**src/rtl/mem_ctrl_pkg.sv**
```systemverilog
// Shared constants for the memory controller: FSM encodings, access sizes,
// requester identity and the IO address window.
package mem_ctrl_pkg;

  localparam logic [1:0] ST_IDLE  = 2'd0;
  localparam logic [1:0] ST_READ  = 2'd1;
  localparam logic [1:0] ST_WRITE = 2'd2;
  localparam logic [1:0] ST_DONE  = 2'd3;

  localparam logic [1:0] SZ_BYTE = 2'd0;
  localparam logic [1:0] SZ_HALF = 2'd1;
  localparam logic [1:0] SZ_WORD = 2'd2;

  localparam logic [1:0] IO_ADDR_HI = 2'b11;

  localparam logic OWN_IF  = 1'b0;
  localparam logic OWN_LSB = 1'b1;

  // Byte count of an LSB access; the unused code 3 behaves as a word.
  function automatic logic [2:0] size_to_len(input logic [1:0] size);
    case (size)
      SZ_BYTE: return 3'd1;
      SZ_HALF: return 3'd2;
      SZ_WORD: return 3'd4;
      default: return 3'd4;
    endcase
  endfunction

endpackage

```
**src/rtl/mem_ctrl.sv**
```systemverilog
// Byte-serial memory responder for the fetch unit and the load/store buffer.
// Splits stores and assembles loads little-endian on the 8-bit RAM/IO bus.
module mem_ctrl #(
  parameter logic [1:0] IO_ADDR_HI = mem_ctrl_pkg::IO_ADDR_HI
) (
  input  logic        clk,
  input  logic        rst,
  input  logic        rdy,
  input  logic        jump_rst,
  input  logic        if_send,
  input  logic [31:0] if_addr,
  output logic        if_valid,
  output logic [31:0] if_val,
  input  logic        lsb_send,
  input  logic        lsb_wr,
  input  logic [1:0]  lsb_size,
  input  logic [31:0] lsb_addr,
  input  logic [31:0] lsb_data,
  output logic        lsb_valid,
  output logic [31:0] lsb_val,
  input  logic [7:0]  mem_din,
  output logic [7:0]  mem_dout,
  output logic [31:0] mem_a,
  output logic        mem_wr,
  input  logic        io_buffer_full
);
  import mem_ctrl_pkg::*;

  logic [1:0]  state;
  logic        owner;
  logic [31:0] base;
  logic [2:0]  len;
  logic [2:0]  cnt;
  logic [31:0] wdata;
  logic [31:0] rbuf;

  logic [2:0]  cnt_inc;
  logic [31:0] nxt_addr;
  logic [7:0]  nxt_byte;
  logic [31:0] rd_word;
  logic        io_hold;
  logic        req_io_hold;
  logic [31:0] req_addr;

  assign cnt_inc     = cnt + 3'd1;
  assign nxt_addr    = base + {29'd0, cnt_inc};
  assign nxt_byte    = wdata[{cnt_inc[1:0], 3'b000} +: 8];
  assign io_hold     = (base[17:16] == IO_ADDR_HI) && io_buffer_full;
  assign req_io_hold = (lsb_addr[17:16] == IO_ADDR_HI) && io_buffer_full;
  assign req_addr    = lsb_send ? lsb_addr : if_addr;

  // The final byte of a read is merged straight from the bus, so the
  // completion edge needs no extra cycle.
  always_comb begin
    rd_word = rbuf;
    rd_word[{cnt[1:0], 3'b000} +: 8] = mem_din;
  end

  always_ff @(posedge clk) begin
    if (rst) begin
      state     <= ST_IDLE;
      owner     <= OWN_IF;
      base      <= '0;
      len       <= '0;
      cnt       <= '0;
      wdata     <= '0;
      rbuf      <= '0;
      if_valid  <= 1'b0;
      lsb_valid <= 1'b0;
      if_val    <= '0;
      lsb_val   <= '0;
      mem_a     <= '0;
      mem_dout  <= '0;
      mem_wr    <= 1'b0;
    end else if (!rdy) begin
      mem_wr <= 1'b0;
    end else begin
      if_valid  <= 1'b0;
      lsb_valid <= 1'b0;
      case (state)
        ST_IDLE: begin
          if (!jump_rst && (lsb_send || if_send)) begin
            owner <= lsb_send ? OWN_LSB : OWN_IF;
            base  <= req_addr;
            len   <= lsb_send ? size_to_len(lsb_size) : 3'd4;
            wdata <= lsb_data;
            cnt   <= '0;
            rbuf  <= '0;
            mem_a <= req_addr;
            if (lsb_send && lsb_wr) begin
              state    <= ST_WRITE;
              mem_dout <= lsb_data[7:0];
              mem_wr   <= !req_io_hold;
            end else begin
              state  <= ST_READ;
              mem_wr <= 1'b0;
            end
          end
        end
        ST_READ: begin
          if (jump_rst) begin
            state  <= ST_IDLE;
            mem_wr <= 1'b0;
          end else begin
            rbuf <= rd_word;
            cnt  <= cnt_inc;
            if (cnt_inc < len) begin
              mem_a <= nxt_addr;
            end else begin
              state <= ST_DONE;
              if (owner == OWN_IF) begin
                if_valid <= 1'b1;
                if_val   <= rd_word;
              end else begin
                lsb_valid <= 1'b1;
                lsb_val   <= rd_word;
              end
            end
          end
        end
        ST_WRITE: begin
          // mem_wr high means the current byte was committed this cycle;
          // low means it is still pending (IO back-pressure or a rdy stall).
          if (mem_wr) begin
            cnt <= cnt_inc;
            if (cnt_inc < len) begin
              mem_a    <= nxt_addr;
              mem_dout <= nxt_byte;
              mem_wr   <= !io_hold;
            end else begin
              mem_wr    <= 1'b0;
              lsb_valid <= 1'b1;
              state     <= ST_DONE;
            end
          end else begin
            mem_wr <= !io_hold;
          end
        end
        default: begin
          state <= ST_IDLE;
        end
      endcase
    end
  end

endmodule
```
**config.mk**
```make
export PLATFORM = sky130hd
export DESIGN_NAME = mem_ctrl
export DESIGN_NICKNAME = d
export VERILOG_FILES = /design/src/rtl/mem_ctrl_pkg.sv /design/src/rtl/mem_ctrl.sv
export SDC_FILE = /design/constraint.sdc
export NUM_CORES = 1
export LEC_CHECK = 0
export BUFFER_PORTS_ARGS = -buffer_cell sky130_fd_sc_hd__buf_2
export CAP_MARGIN = 30
export CORE_AREA = 2 2 183 185
export CTS_BUF_LIST = sky130_fd_sc_hd__clkbuf_16
export CTS_CLUSTER_SIZE = 30
export DETAILED_ROUTE_END_ITERATION = 8
export DIE_AREA = 0 0 185 187
export PLACE_DENSITY = 0.49
export SYNTH_ARGS = -nofsm -noshare
export SYNTH_HDL_FRONTEND = slang
export SYNTH_SLANG_ARGS = --single-unit
```
**constraint.sdc**
```tcl
create_clock -name clk -period 2.55 [get_ports clk]
set_input_delay 0 -clock clk [delete_from_list [all_inputs] [get_ports clk]]
set_output_delay 0 -clock clk [all_outputs]
set_load 0.02 [all_outputs]
```
==> report_table.html <==
<table>
<tr><th>Metric</th><th>Value</th></tr>
<tr><th colspan="2">Cells and area</th></tr>
<tr><td>Number of nets in the final layout</td><td>1,584</td></tr>
<tr><td>Multi-input gate area in the final layout</td><td>0.00508 mm2</td></tr>
<tr><td>Growth of design area from synthesis to finish</td><td>39.0%</td></tr>
<tr><td>Share of cells above drive strength 1</td><td>23.8%</td></tr>
<tr><td>Storage cell area</td><td>0.00425 mm2</td></tr>
<tr><td>Number of fill cells in the layout</td><td>3,332</td></tr>
<tr><td>Utilization after layout</td><td>41.1%</td></tr>
<tr><td>Antenna Cells</td><td>0</td></tr>
<tr><th colspan="2">Run</th></tr>
<tr><td>Max_cap viols</td><td>0</td></tr>
<tr><th colspan="2">STA</th></tr>
<tr><td>Min Clock Period, post-route</td><td>2.42 ns</td></tr>
<tr><td>Final Hold Slack</td><td>0.00305 ns</td></tr>
<tr><td>Final setup violating endpoints</td><td>0</td></tr>
<tr><td>RSZ-0062 raised after global routing</td><td>no</td></tr>
<tr><td>Final TNS setup</td><td>0 ns</td></tr>
<tr><td>Highest clock frequency the design can meet</td><td>413 MHz</td></tr>
<tr><td>Worst slew slack as a fraction of its limit</td><td>55.7%</td></tr>
<tr><td>Final Hold Fails</td><td>0</td></tr>
<tr><td>Final worst-path cycle share</td><td>94.9%</td></tr>
<tr><td>Max Transition Viols Final</td><td>0</td></tr>
<tr><td>Setup slack of the critical path after layout</td><td>0.131 ns</td></tr>
<tr><td>Clk_skew</td><td>0.0146 ns</td></tr>
<tr><td>Slew at the pin closest to its max-slew limit</td><td>0.665 ns</td></tr>
<tr><th colspan="2">Route</th></tr>
<tr><td>Routed wire length</td><td>32,500 um</td></tr>
<tr><td>Detailed-route wire length per cell</td><td>17.0 um</td></tr>
<tr><td>Vias per Instance</td><td>4.93</td></tr>
<tr><td>Total vias in the final route</td><td>9,460</td></tr>
<tr><td>Number of nets still failing antenna checks after routing</td><td>0</td></tr>
<tr><td>Length of the first detailed-routing pass in iterations</td><td>5</td></tr>
<tr><td>Drt first-iter violations</td><td>475</td></tr>
<tr><td>DRC violations left</td><td>0</td></tr>
<tr><th colspan="2">Floorplan</th></tr>
<tr><td>Die outline area</td><td>0.0346 mm2</td></tr>
<tr><td>X dimension of the die</td><td>185 um</td></tr>
<tr><td>Initial core utilization</td><td>29.5%</td></tr>
<tr><td>I/O pin cnt</td><td>221</td></tr>
<tr><td>Core area</td><td>0.0329 mm2</td></tr>
<tr><td>Number of rows created at floorplan</td><td>67</td></tr>
<tr><td>Vert. Die Dim</td><td>187 um</td></tr>
<tr><th colspan="2">Worst hold path</th></tr>
<tr><td>Worst hold path type</td><td>primary input to flop</td></tr>
<tr><td>Worst min-delay path startpoint</td><td>if_addr[2]</td></tr>
<tr><td>Hold Path Sink</td><td>mem_a[2]</td></tr>
<tr><td>Worst hold path stage count</td><td>4</td></tr>
<tr><th colspan="2">Worst setup path</th></tr>
<tr><td>Reg2Reg Setup Slack</td><td>0.13 ns</td></tr>
<tr><td>Worst R2R End</td><td>mem_wr</td></tr>
<tr><td>Critical path required time</td><td>2.96 ns</td></tr>
<tr><td>Biggest fanout along the worst timing path</td><td>4</td></tr>
<tr><td>Worst-case reg-to-reg path depth</td><td>9</td></tr>
<tr><td>Source of the worst register-to-register timing path</td><td>cnt[0]</td></tr>
<tr><td>Worst path arrival time</td><td>2.83 ns</td></tr>
<tr><td>Kind of critical path</td><td>flop to flop</td></tr>
<tr><td>Kind of start point of the critical path</td><td>flop</td></tr>
<tr><td>Critical path endpoint category</td><td>flop</td></tr>
<tr><th colspan="2">GRT</th></tr>
<tr><td>Pin count of the biggest net entering global routing</td><td>131</td></tr>
<tr><td>Gr usage total</td><td>17.6%</td></tr>
<tr><td>Vias in the first global route</td><td>9,207</td></tr>
<tr><td>GRT Residual Overflow</td><td>0</td></tr>
<tr><td>Antenna violations before repair</td><td>0</td></tr>
<tr><td>Wire length of the first global-routing pass</td><td>49,400 um</td></tr>
<tr><th colspan="2">Synthesis</th></tr>
<tr><td>Area fraction in compound gates after synthesis</td><td>21.1%</td></tr>
<tr><td>Area share of the largest cell type after synthesis</td><td>43.7%</td></tr>
<tr><td>Total standard cell area after synthesis</td><td>0.00971 mm2</td></tr>
<tr><td>Multiplexer share of the synthesized area</td><td>6.16%</td></tr>
<tr><td>Adder-cell share of the synthesized area</td><td>2.01%</td></tr>
<tr><td>Warnings from Yosys</td><td>0</td></tr>
<tr><td>Cells after synthesis</td><td>1,133</td></tr>
<tr><td>Register bit count reported by yosys</td><td>212</td></tr>
<tr><td>Synthesized net count</td><td>1,262</td></tr>
<tr><td>Share of synthesized registers carrying an async set or reset</td><td>0%</td></tr>
<tr><td>Library cell with the largest summed area after synthesis</td><td>dfxtp_1</td></tr>
<tr><td>Top area cells in the synthesized netlist</td><td>dfxtp_1, a211oi_1, a21oi_1</td></tr>
<tr><td>Synth Area per Inst</td><td>8.57 um2</td></tr>
<tr><td>Sequential-to-total area share from yosys stat</td><td>43.7%</td></tr>
<tr><td>Ys flop type</td><td>dfxtp_1</td></tr>
<tr><td>Count of flip-flops with a built-in enable after synthesis</td><td>0</td></tr>
<tr><td>Area share of xor/xnor cells in the synthesized design</td><td>2.26%</td></tr>
<tr><td>Post-Synth Simple-Gate Area</td><td>20.3%</td></tr>
<tr><td>Combinational family with the most area after synthesis</td><td>compound AO/OA/AOI/OAI gates</td></tr>
<tr><td>Distinct cell type count of the synthesized netlist</td><td>61</td></tr>
<tr><th colspan="2">Clock network</th></tr>
<tr><td>Clock-pin transition on the worst setup and hold timing paths</td><td>0.06 ns</td></tr>
<tr><td>Buffer type at the clock tree root</td><td>clkbuf_16</td></tr>
<tr><td>TritonCTS Sinks</td><td>212</td></tr>
<tr><td>Clock tree from TritonCTS</td><td>done</td></tr>
<tr><td>Clock latency on the worst-skew pair</td><td>0.53 ns</td></tr>
<tr><td>Deepest clock path buffer count</td><td>3</td></tr>
<tr><td>Cts bufs inserted</td><td>25</td></tr>
<tr><td># H-tree levels</td><td>1</td></tr>
<tr><th colspan="2">Placed design</th></tr>
<tr><td>Minimum setup slack after placement</td><td>-0.000757 ns</td></tr>
<tr><td>Port Buffer Count</td><td>220</td></tr>
<tr><td>Half-perimeter wire length of the detailed placement result</td><td>20,700 um</td></tr>
<tr><td>Last weighted congestion value of the routability-driven placer</td><td>0.782</td></tr>
<tr><th colspan="2">Pwr</th></tr>
<tr><td>Power per unit of standard cell area</td><td>671 mW/mm2</td></tr>
<tr><td>Worst ir drop on vdd</td><td>528 uV</td></tr>
<tr><td>Overall power consumption</td><td>9.06 mW</td></tr>
<tr><td>Leak Pwr</td><td>5.27 nW</td></tr>
<tr><th colspan="2">Outcome</th></tr>
<tr><td>Outcome</td><td>finished clean</td></tr>
</table>
## metal layers
layer  GRT usage [%]  wire (um)
met4            4.52        669
met5               0          0
met3            3.35       1810
met2            29.4      15200
met1            23.2      14800
## sequential cells by signal, indices dropped and copies added, names as in the netlist
register,count
if_valid,1
lsb_valid,1
if_val,32
mem_dout,8
rbuf,32
mem_wr,1
mem_a,32
owner,1
base,32
lsb_val,32
cnt,3
state,2
len,3
wdata,32
## worst max-delay path by stage
stage | start | endpoint
floorplan | cnt[0] | mem_a[20]
global placement | cnt[0] | rbuf[7]
detailed placement | cnt[1] | mem_a[26]
CTS | cnt[0] | lsb_val[10]
global route | cnt[0] | mem_wr
finish | cnt[0] | mem_wr
## report_power, final
part | total (mW) | switching (mW) | internal (mW)
Combinational | 1.90 | 1.14 | 0.755
Sequential | 3.67 | 0.149 | 3.52
Clock | 3.49 | 1.42 | 2.07
## synth_stat cells (8+ instances only)
master    number
dfxtp_1      212
nand2_1      154
a21oi_1      134
nor2_1       111
a211oi_1     105
clkbuf_1      47
mux2i_1       35
nand3b_1      32
buf_2         28
nor2b_1       26
nand3_1       25
o211ai_1      20
xnor2_1       18
buf_1         15
ha_1          14
inv_1         13
nand4_1       13
a22oi_1       12
nor3_1        12
nor4_1        10
o22ai_1       10
mux4_2         8
## what timing repair did
| action | 4_1_cts | 5_1_grt |
|---|---|---|
| setup buffers | 0 | 7 |
| hold endpoints to repair | 136 | 0 |
| endpoints found under the setup margin | 1 | 88 |
| hold buffers | 110 | 0 |
| cloned | 0 | 5 |
| gates resized for setup | 1 | 16 |
| pin swaps | 0 | 3 |
## per-stage QoR
step | std cells | instance area (um2)
2_1_floorplan | 1133 | 9710
3_3_place_gp | 1753 | 11400
3_5_place_dp | 1754 | 11400
4_1_cts | 1908 | 13300
5_1_grt | 1920 | 13500
6_report | 1920 | 13500
## cells in the final DEF (no fill, tap or decap), drive strengths merged, types with 3 or more instances in the layout
cell,synthesis,routed
mux2i,35,35
buf,44,274
nand4,13,13
xor2,7,7
inv,14,21
a22oi,12,12
nand3,27,27
o211ai,20,20
nor4,11,11
mux2,6,6
xnor2,18,18
o31ai,3,3
dlygate4sd3,0,110
a21oi,135,135
clkinv,0,9
and4,4,4
or4,7,7
bufinv,0,3
clkbuf,48,28
mux4,8,8
nand2,154,154
o21a,3,3
nor2b,26,26
a21o,3,3
and2,5,5
a211oi,106,106
o22ai,10,10
ha,14,14
o21ai,6,6
nor2,111,111
and3,3,3
nor3,12,12
dfxtp,212,212
nand3b,32,32
## cell type report
| cell class | count | share of cell area [%] |
|---|---|---|
| sequential | 212 | 31.5 |
| clock buffer | 25 | 4.64 |
| clock inverter | 19 | 1.21 |
| multi-input combinational | 815 | 37.7 |
| tap | 448 | 4.15 |
| inverter | 14 | 0.389 |
| timing repair buffer | 387 | 20.5 |
## cell families (layout without fill, tap and decap cells)
kind of cell,Yosys count,count (layout)
buffers and inverters,106,445
AOI/OAI and AO/OA,314,314
xor gates and xnor gates,25,25
adders and majority gates,15,15
and+or+nand+nor,412,412
muxes,49,49
DFF,212,212
## worst max-delay path, stage by stage (launching register included)
cell and delay, ns:
dfxtp_2 0.35, inv_1 0.06, ha_2 0.32, ha_1 0.28, nand2_1 0.08, o21a_1 0.19
buf_4 0.16, o2111ai_1 0.18, a31oi_1 0.11, dlygate4sd3_1 0.57
No activity file was read; power rests on OpenSTA's default activity.
